$ cat src/rtl/lsb_embed_ctrl_pkg.sv
// Shared types and constants for the LSB embedding sequencer.
// Optional feature macro: LSB_EMBED_PARITY_EN adds an even-parity bit after each byte.
package lsb_embed_pkg;

    typedef enum logic [2:0] {
        IDLE = 3'd0,
        RD   = 3'd1,
        CAP  = 3'd2,
        WR   = 3'd3,
        FULL = 3'd4
    } state_t;

    localparam int BITS_PER_BYTE  = 8;
    localparam int CYCLES_PER_BIT = 3;

`ifdef LSB_EMBED_PARITY_EN
    localparam int BITS_PER_FRAME = BITS_PER_BYTE + 1;
`else
    localparam int BITS_PER_FRAME = BITS_PER_BYTE;
`endif

    localparam int CYCLES_PER_FRAME = BITS_PER_FRAME * CYCLES_PER_BIT;

endpackage

$ cat src/rtl/lsb_embed_ctrl_if.sv
// Message handshake and pixel-RAM bus bundle for the LSB embedding sequencer.
// master = the sequencer, slave = message source plus pixel RAM.
interface lsb_embed_ctrl_if #(
    parameter int ADDR_W = 10,
    parameter int PIX_W  = 8
);
    logic [7:0]        msg_data;
    logic              msg_valid;
    logic              msg_ready;
    logic [ADDR_W-1:0] pix_addr;
    logic              pix_rd_en;
    logic [PIX_W-1:0]  pix_rdata;
    logic              pix_wr_en;
    logic [PIX_W-1:0]  pix_wdata;

    modport master (
        input  msg_data, msg_valid, pix_rdata,
        output msg_ready, pix_addr, pix_rd_en, pix_wr_en, pix_wdata
    );

    modport slave (
        output msg_data, msg_valid, pix_rdata,
        input  msg_ready, pix_addr, pix_rd_en, pix_wr_en, pix_wdata
    );
endinterface

$ cat src/rtl/lsb_embed_ctrl_serializer.sv
// lsb_bit_serializer: holds the accepted byte and walks it MSB-first.
// With LSB_EMBED_PARITY_EN defined, an even-parity bit follows bit 0.
module lsb_bit_serializer
    import lsb_embed_pkg::*;
(
    input  logic                     clk,
    input  logic                     rst,
    input  logic                     load_i,
    input  logic                     advance_i,
    input  logic [BITS_PER_BYTE-1:0] data_i,
    output logic                     cur_bit_o,
    output logic                     last_bit_o
);

    logic [BITS_PER_BYTE-1:0] shreg_q, shreg_d;
    logic [2:0]               bit_idx_q, bit_idx_d;

`ifdef LSB_EMBED_PARITY_EN
    logic par_phase_q, par_phase_d;

    // Load a new byte or step to the next bit; parity phase follows bit 0
    always_comb begin
        shreg_d     = shreg_q;
        bit_idx_d   = bit_idx_q;
        par_phase_d = par_phase_q;
        if (load_i) begin
            shreg_d     = data_i;
            bit_idx_d   = 3'd7;
            par_phase_d = 1'b0;
        end else if (advance_i) begin
            if (bit_idx_q == 3'd0) begin
                par_phase_d = 1'b1;
            end else begin
                bit_idx_d = bit_idx_q - 3'd1;
            end
        end
    end

    // Parity phase register
    always_ff @(posedge clk or posedge rst) begin
        if (rst) begin
            par_phase_q <= 1'b0;
        end else begin
            par_phase_q <= par_phase_d;
        end
    end

    assign cur_bit_o  = par_phase_q ? (^shreg_q) : shreg_q[bit_idx_q];
    assign last_bit_o = par_phase_q;
`else
    // Load a new byte or step to the next lower bit
    always_comb begin
        shreg_d   = shreg_q;
        bit_idx_d = bit_idx_q;
        if (load_i) begin
            shreg_d   = data_i;
            bit_idx_d = 3'd7;
        end else if (advance_i && (bit_idx_q != 3'd0)) begin
            bit_idx_d = bit_idx_q - 3'd1;
        end
    end

    assign cur_bit_o  = shreg_q[bit_idx_q];
    assign last_bit_o = (bit_idx_q == 3'd0);
`endif

    // Byte latch and bit index registers
    always_ff @(posedge clk or posedge rst) begin
        if (rst) begin
            shreg_q   <= '0;
            bit_idx_q <= 3'd7;
        end else begin
            shreg_q   <= shreg_d;
            bit_idx_q <= bit_idx_d;
        end
    end

endmodule

$ cat src/rtl/lsb_embed_ctrl.sv
// lsb_embed_ctrl: serialises message bytes into the LSBs of cover pixels via
// read-modify-write (RD -> CAP -> WR per bit) and tracks image capacity.
// Optional macro LSB_EMBED_PARITY_EN (handled in the serializer) appends an
// even-parity pixel to every byte. HRESETn is an active-high async reset.
module lsb_embed_ctrl
    import lsb_embed_pkg::*;
#(
    parameter int ADDR_W     = 10,
    parameter int NUM_PIXELS = 1024,
    parameter int PIX_W      = 8
) (
    input  logic             clk,
    input  logic             HRESETn,
    input  logic             embed_en,
    input  logic             clr,
    lsb_embed_ctrl_if.master bus,
    output logic             byte_done,
    output logic             full_flag,
    output logic             truncated
);

    localparam logic [ADDR_W-1:0] LAST_ADDR = ADDR_W'(NUM_PIXELS - 1);

    state_t            state_q, state_d;
    logic [ADDR_W-1:0] addr_q, addr_d;
    logic [ADDR_W-1:0] hold_q, hold_d;
    logic [PIX_W-1:0]  cap_q, cap_d;
    logic              full_q, full_d;
    logic              trunc_q, trunc_d;
    logic              cur_bit, last_bit;
    logic              at_last, rdy, accept, ser_adv;

    assign at_last = (addr_q == LAST_ADDR);
    // Ready is held low while reset is asserted, even though state is IDLE
    assign rdy     = (state_q == IDLE) && embed_en && !full_q && !HRESETn;
    assign accept  = rdy && bus.msg_valid;
    assign ser_adv = (state_q == WR) && !at_last && !last_bit;

    lsb_bit_serializer u_ser (
        .clk        (clk),
        .rst        (HRESETn),
        .load_i     (accept),
        .advance_i  (ser_adv),
        .data_i     (bus.msg_data),
        .cur_bit_o  (cur_bit),
        .last_bit_o (last_bit)
    );

    // State register
    always_ff @(posedge clk or posedge HRESETn) begin
        if (HRESETn) begin
            state_q <= IDLE;
        end else begin
            state_q <= state_d;
        end
    end

    // Next state plus address, capture and flag updates
    always_comb begin
        state_d = state_q;
        addr_d  = addr_q;
        hold_d  = hold_q;
        cap_d   = cap_q;
        full_d  = full_q;
        trunc_d = trunc_q;
        unique case (state_q)
            IDLE: begin
                if (clr) begin
                    addr_d = '0;
                end
                if (accept) begin
                    state_d = RD;
                end
            end
            RD: begin
                hold_d  = addr_q;
                state_d = CAP;
            end
            CAP: begin
                cap_d   = bus.pix_rdata;
                state_d = WR;
            end
            WR: begin
                hold_d = addr_q;
                addr_d = addr_q + ADDR_W'(1);
                if (at_last) begin
                    state_d = FULL;
                    full_d  = 1'b1;
                    trunc_d = !last_bit;
                end else if (last_bit) begin
                    state_d = IDLE;
                end else begin
                    state_d = RD;
                end
            end
            FULL: begin
                if (clr) begin
                    state_d = IDLE;
                    addr_d  = '0;
                    full_d  = 1'b0;
                    trunc_d = 1'b0;
                end
            end
            default: state_d = IDLE;
        endcase
    end

    // Strobes, bus address/data and completion pulse decoded from state
    always_comb begin
        bus.msg_ready = rdy;
        bus.pix_rd_en = (state_q == RD);
        bus.pix_wr_en = (state_q == WR);
        bus.pix_addr  = ((state_q == RD) || (state_q == WR)) ? addr_q : hold_q;
        bus.pix_wdata = '0;
        byte_done     = 1'b0;
        if (state_q == WR) begin
            bus.pix_wdata = (cap_q & ~PIX_W'(1)) | PIX_W'(cur_bit);
            byte_done     = last_bit && !at_last;
        end
    end

    // Address, held bus address, captured pixel and status flags
    always_ff @(posedge clk or posedge HRESETn) begin
        if (HRESETn) begin
            addr_q  <= '0;
            hold_q  <= '0;
            cap_q   <= '0;
            full_q  <= 1'b0;
            trunc_q <= 1'b0;
        end else begin
            addr_q  <= addr_d;
            hold_q  <= hold_d;
            cap_q   <= cap_d;
            full_q  <= full_d;
            trunc_q <= trunc_d;
        end
    end

    assign full_flag = full_q;
    assign truncated = trunc_q;

endmodule

$ cat src/flat_wrapper.sv
// flat-port wrapper written by rule: the top's interface ports become plain ports
module lsb_embed_ctrl_flat import lsb_embed_pkg::*;
#(
    parameter int ADDR_W     = 10,
    parameter int NUM_PIXELS = 1024,
    parameter int PIX_W      = 8
)
  (clk, HRESETn, embed_en, clr, byte_done, full_flag, truncated, bus_msg_data, bus_msg_valid, bus_pix_rdata, bus_msg_ready, bus_pix_addr, bus_pix_rd_en, bus_pix_wr_en, bus_pix_wdata);
  lsb_embed_ctrl_if #(.ADDR_W(ADDR_W), .PIX_W(PIX_W)) bus_i ();
  input  logic clk;
  input  logic HRESETn;
  input  logic embed_en;
  input  logic clr;
  output logic byte_done;
  output logic full_flag;
  output logic truncated;
  input wire logic [$bits(bus_i.msg_data)-1:0] bus_msg_data;
  input wire logic [$bits(bus_i.msg_valid)-1:0] bus_msg_valid;
  input wire logic [$bits(bus_i.pix_rdata)-1:0] bus_pix_rdata;
  output wire logic [$bits(bus_i.msg_ready)-1:0] bus_msg_ready;
  output wire logic [$bits(bus_i.pix_addr)-1:0] bus_pix_addr;
  output wire logic [$bits(bus_i.pix_rd_en)-1:0] bus_pix_rd_en;
  output wire logic [$bits(bus_i.pix_wr_en)-1:0] bus_pix_wr_en;
  output wire logic [$bits(bus_i.pix_wdata)-1:0] bus_pix_wdata;
  assign bus_i.msg_data = bus_msg_data;
  assign bus_i.msg_valid = bus_msg_valid;
  assign bus_i.pix_rdata = bus_pix_rdata;
  assign bus_msg_ready = bus_i.msg_ready;
  assign bus_pix_addr = bus_i.pix_addr;
  assign bus_pix_rd_en = bus_i.pix_rd_en;
  assign bus_pix_wr_en = bus_i.pix_wr_en;
  assign bus_pix_wdata = bus_i.pix_wdata;
  lsb_embed_ctrl #(.ADDR_W(ADDR_W), .NUM_PIXELS(NUM_PIXELS), .PIX_W(PIX_W)) u_core (.clk(clk), .HRESETn(HRESETn), .embed_en(embed_en), .clr(clr), .bus(bus_i), .byte_done(byte_done), .full_flag(full_flag), .truncated(truncated));
endmodule
$ cat config.mk
export PLATFORM = sky130hd
export DESIGN_NAME = lsb_embed_ctrl_flat
export DESIGN_NICKNAME = d
export VERILOG_FILES = /design/src/rtl/lsb_embed_ctrl_pkg.sv /design/src/rtl/lsb_embed_ctrl_if.sv /design/src/rtl/lsb_embed_ctrl_serializer.sv /design/src/rtl/lsb_embed_ctrl.sv /design/src/flat_wrapper.sv
export SDC_FILE = /design/constraint.sdc
export NUM_CORES = 1
export LEC_CHECK = 0
export CAP_MARGIN = 40
export CORE_MARGIN = 1
export CORE_UTILIZATION = 54
export DETAILED_ROUTE_END_ITERATION = 6
export GPL_TIMING_DRIVEN = 0
export PLACE_DENSITY_LB_ADDON = 0.12
export RECOVER_POWER = 50
export SETUP_SLACK_MARGIN = 0.3
export SKIP_CTS_REPAIR_TIMING = 1
export SLEW_MARGIN = 40
export SYNTH_ARGS = -nofsm -noshare
export SYNTH_HDL_FRONTEND = slang
export SYNTH_SLANG_ARGS = --single-unit
$ cat constraint.sdc
create_clock -name clk -period 3.4 [get_ports clk]
set_clock_uncertainty 0.15 [all_clocks]
set_input_delay 0.51 -clock clk [delete_from_list [all_inputs] [get_ports clk]]
set_output_delay 0.51 -clock clk [all_outputs]
set_load 0.01 [all_outputs]
==> impl_metrics.yaml <==
synthesis:
  ys_types: 38
  yosysSeqAreaShare: 0.5360
  synth_commonest_cells: "dfrtp_1, mux2_2, nor2_1, inv_1, nand2_1"
  ys_ff_latch: 43
  synth_top_cells_by_area: "dfrtp_1, mux2_2, mux2_4, dfstp_2, nor2_1"
  synth_ff_type: "dfrtp_1"
  ys_warn_count: 0
  postSynthAreaPerCell_sq_um: 12.28
  synth_top_area_frac: 0.4969
  syn_area_sq_mm: 0.002014
  syn_nets: 188
  ys_async_sr_fraction: 1.000
  synthMostInstantiatedCell: "dfrtp_1"
  synth_top_area_cell: "dfrtp_1"
  synth-edff-count: 0
  postSynthCellCount: 164
final_layout:
  multi_input_area_sq_um: 895.9
  ff_latch_area_sq_mm: 0.001080
  area_growth_pct: 32.80
  fillers: 226
  instances_no_fill: 264
  fin_area_sq_mm: 0.002675
  antennaDiodeCount: 0
  nets: 241
  drive_gt1_frac: 0.2202
run:
  max_cap_violations: 1
detailed_routing:
  viasPerCell: 5.527
  firstDrtPassIters: 4
  ant_nets: 0
  drt-initial-drc-count: 46
  vias: 1459
  drcViolationCount: 0
  wl_per_cell_um: 16.63
  routed_wl_mm: 4.390
critical_path:
  critical_path_depth: 6
  critPathKind: "flop to output pin"
  cpPeakStageDelay_ns: 0.56
  reg2reg_depth: 5
  worstPathMaxFanout: 10
  r2r_start: "u_core.state_q[2]$_DFFE_PP0P_"
  worst_path_max_delay_cell: "clkdlybuf4s50_1"
  endpoint_kind: "output pin"
  path_buf_inv: 3
  cp_top_family: "buffers and inverters"
  startpoint_type: "flop"
  reg2reg_to: "u_core.u_ser.shreg_q[3]$_DFFE_PP0P_"
  ff2ff_setup_slack_ns: 1.06
  required_ns: 2.74
  path_cells: "clkbuf_1 -> nand3b_1 -> inv_1 -> o41ai_4 -> nor3b_2 -> clkdlybuf4s50_1"
  arrival_ns: 2.48
clock_tree:
  clk_pin_slew_ns: 0.08
  clockRootBuffer: "clkbuf_8"
  htree_levels: 2
  ctsLongestPathBuffers: 2
  insertion_delay_ns: 0.30
  cts_tree: "done"
  cts.sinks: 43
  numCtsBuffers: 5
floorplan:
  core_sq_mm: 0.003442
  row_count: 21
  design.die.area_sq_mm: 0.003978
  io_pins: 45
  start_util: 0.5852
  fp.dieW_um: 63.08
  die_h_um: 63.08
sta:
  worstMarginPinSlew_ns: 1.844
  rsz0062_at_grt: "false"
  finalSetupViolations: 0
  finalHoldViolations: 0
  finalSetupTns_ns: 0
  period_needed_ns: 3.140
  slew_violations: 44
  fmax_mhz: 318.4
  relSlewSlack: -0.2364
  period_share: 0.9236
  fin_ws_ns: 0.2597
worst_hold_path:
  hold_path_depth: 1
  whs_endpoint: "u_core.hold_q[1]$_DFFE_PP0N_"
  worst_hold_startpoint: "u_core.hold_q[1]$_DFFE_PP0N_"
  hold_path.class: "flop to flop"
grt:
  grt_overflow_total: 0
  antenna_found_initial: 0
  first_global_vias: 1568
  grt_first_pass_wirelength_mm: 7.389
  grt.total_usage: 0.2480
  grt_max_degree: 44
placed_design:
  gp_congestion: 0.8304
  dpl.hpwl_mm: 2.942
  placed_area_sq_mm: 0.002522
  placedCellCount: 253
  portBuffers: 43
  dp_slack_ns: 0.4238
power_and_ir_drop:
  peakVddDrop_v: 0.0002205
  power_w: 0.0009662
  cellLeakagePower_nw: 1.232
  p_per_area_mw_per_mm2: 361.2
run_status:
  violations: "capacitance limit, slew limit"
  outcome: "finished, violations left"
per-stage QoR:
step	util	hold slack, ns
6_report	0.7772	0.3438
5_1_grt	0.7772	0.3591
4_1_cts	0.7670	0.3499
3_5_place_dp	0.7328	0.3305
3_3_place_gp	0.7270	0.3242
2_1_floorplan	-	0.3221
per-layer routing:
layer	vias to the layer above	wire, um	GRT usage
met5	-	0	0
met4	0	82	0.1134
met3	8	165	0.04710
met2	38	2216	0.4153
met1	728	1926	0.3095
li1	685	-	-
sequential cells by signal, summed over array words and instances, names as in the netlist:
name                    cells
u_core.hold_q              10
u_core.state_q              3
u_core.cap_q                7
u_core.u_ser.shreg_q        8
u_core.u_ser.bit_idx_q      3
u_core.truncated            1
u_core.addr_q              10
u_core.full_flag            1
layout make-up:
type                       instances  area share
timing repair buffer              46      0.1693
clock inverter                     2     0.01310
sequential                        43      0.4036
inverter                           8     0.01169
tap                               46     0.02152
buffer                             6     0.01497
clock buffer                       6     0.03087
multi-input combinational        107      0.3349
layout by cell type, fill, tap and decap left out, types with 2 or more instances in the layout:
cell,instances
xor2_1,3
buf_4,3
mux2_1,4
dlygate4sd3_1,2
clkbuf_8,6
nor3_1,3
nor2_1,15
o21ai_0,5
inv_1,7
nand3_1,4
buf_6,2
and2_1,7
clkdlybuf4s50_1,41
nand4_1,3
clkbuf_1,2
dfstp_2,3
nor3b_2,2
mux4_2,2
mux2_2,12
a21oi_1,2
xnor2_1,6
mux2_4,7
clkbuf_2,2
a2111oi_0,2
dfrtp_1,40
ha_1,3
or4_1,2
or4b_4,2
nand2_1,8
power breakdown:
group          total [W]  internal (W)  switching (W)
logic          0.0000409     0.0000241      0.0000169
registers       0.000515      0.000514     0.00000141
clock network   0.000410      0.000238       0.000173
total           0.000966      0.000775       0.000191
worst max-delay path by stage:
stage                                  startpoint                                  end  slack, ns
finish              u_core.state_q[0]$_DFFE_PP0P_                            byte_done       0.26
global route        u_core.state_q[0]$_DFFE_PP0P_                            byte_done       0.16
CTS                 u_core.state_q[0]$_DFFE_PP0P_                     bus_pix_wdata[3]       0.06
detailed placement  u_core.state_q[0]$_DFFE_PP0P_                     bus_pix_wdata[3]       0.42
global placement     u_core.addr_q[0]$_DFFE_PP0P_                            byte_done       0.52
floorplan           u_core.state_q[2]$_DFFE_PP0P_  u_core.u_ser.shreg_q[0]$_DFFE_PP0P_       1.15
kinds of logic (layout without fill, tap and decap cells):
logic type,after synthesis,after routing,share of synthesized area
AOI/OAI and AO/OA,17,17,0.06150
xor gates and xnor gates,9,9,0.03913
adders and majority gates,3,3,0.01864
buffers and inverters,14,68,0.03354
DFF,43,43,0.5360
muxes,26,26,0.1689
and+or+nand+nor,52,52,0.1422
Note: power is estimated with default switching activity, not from simulation.
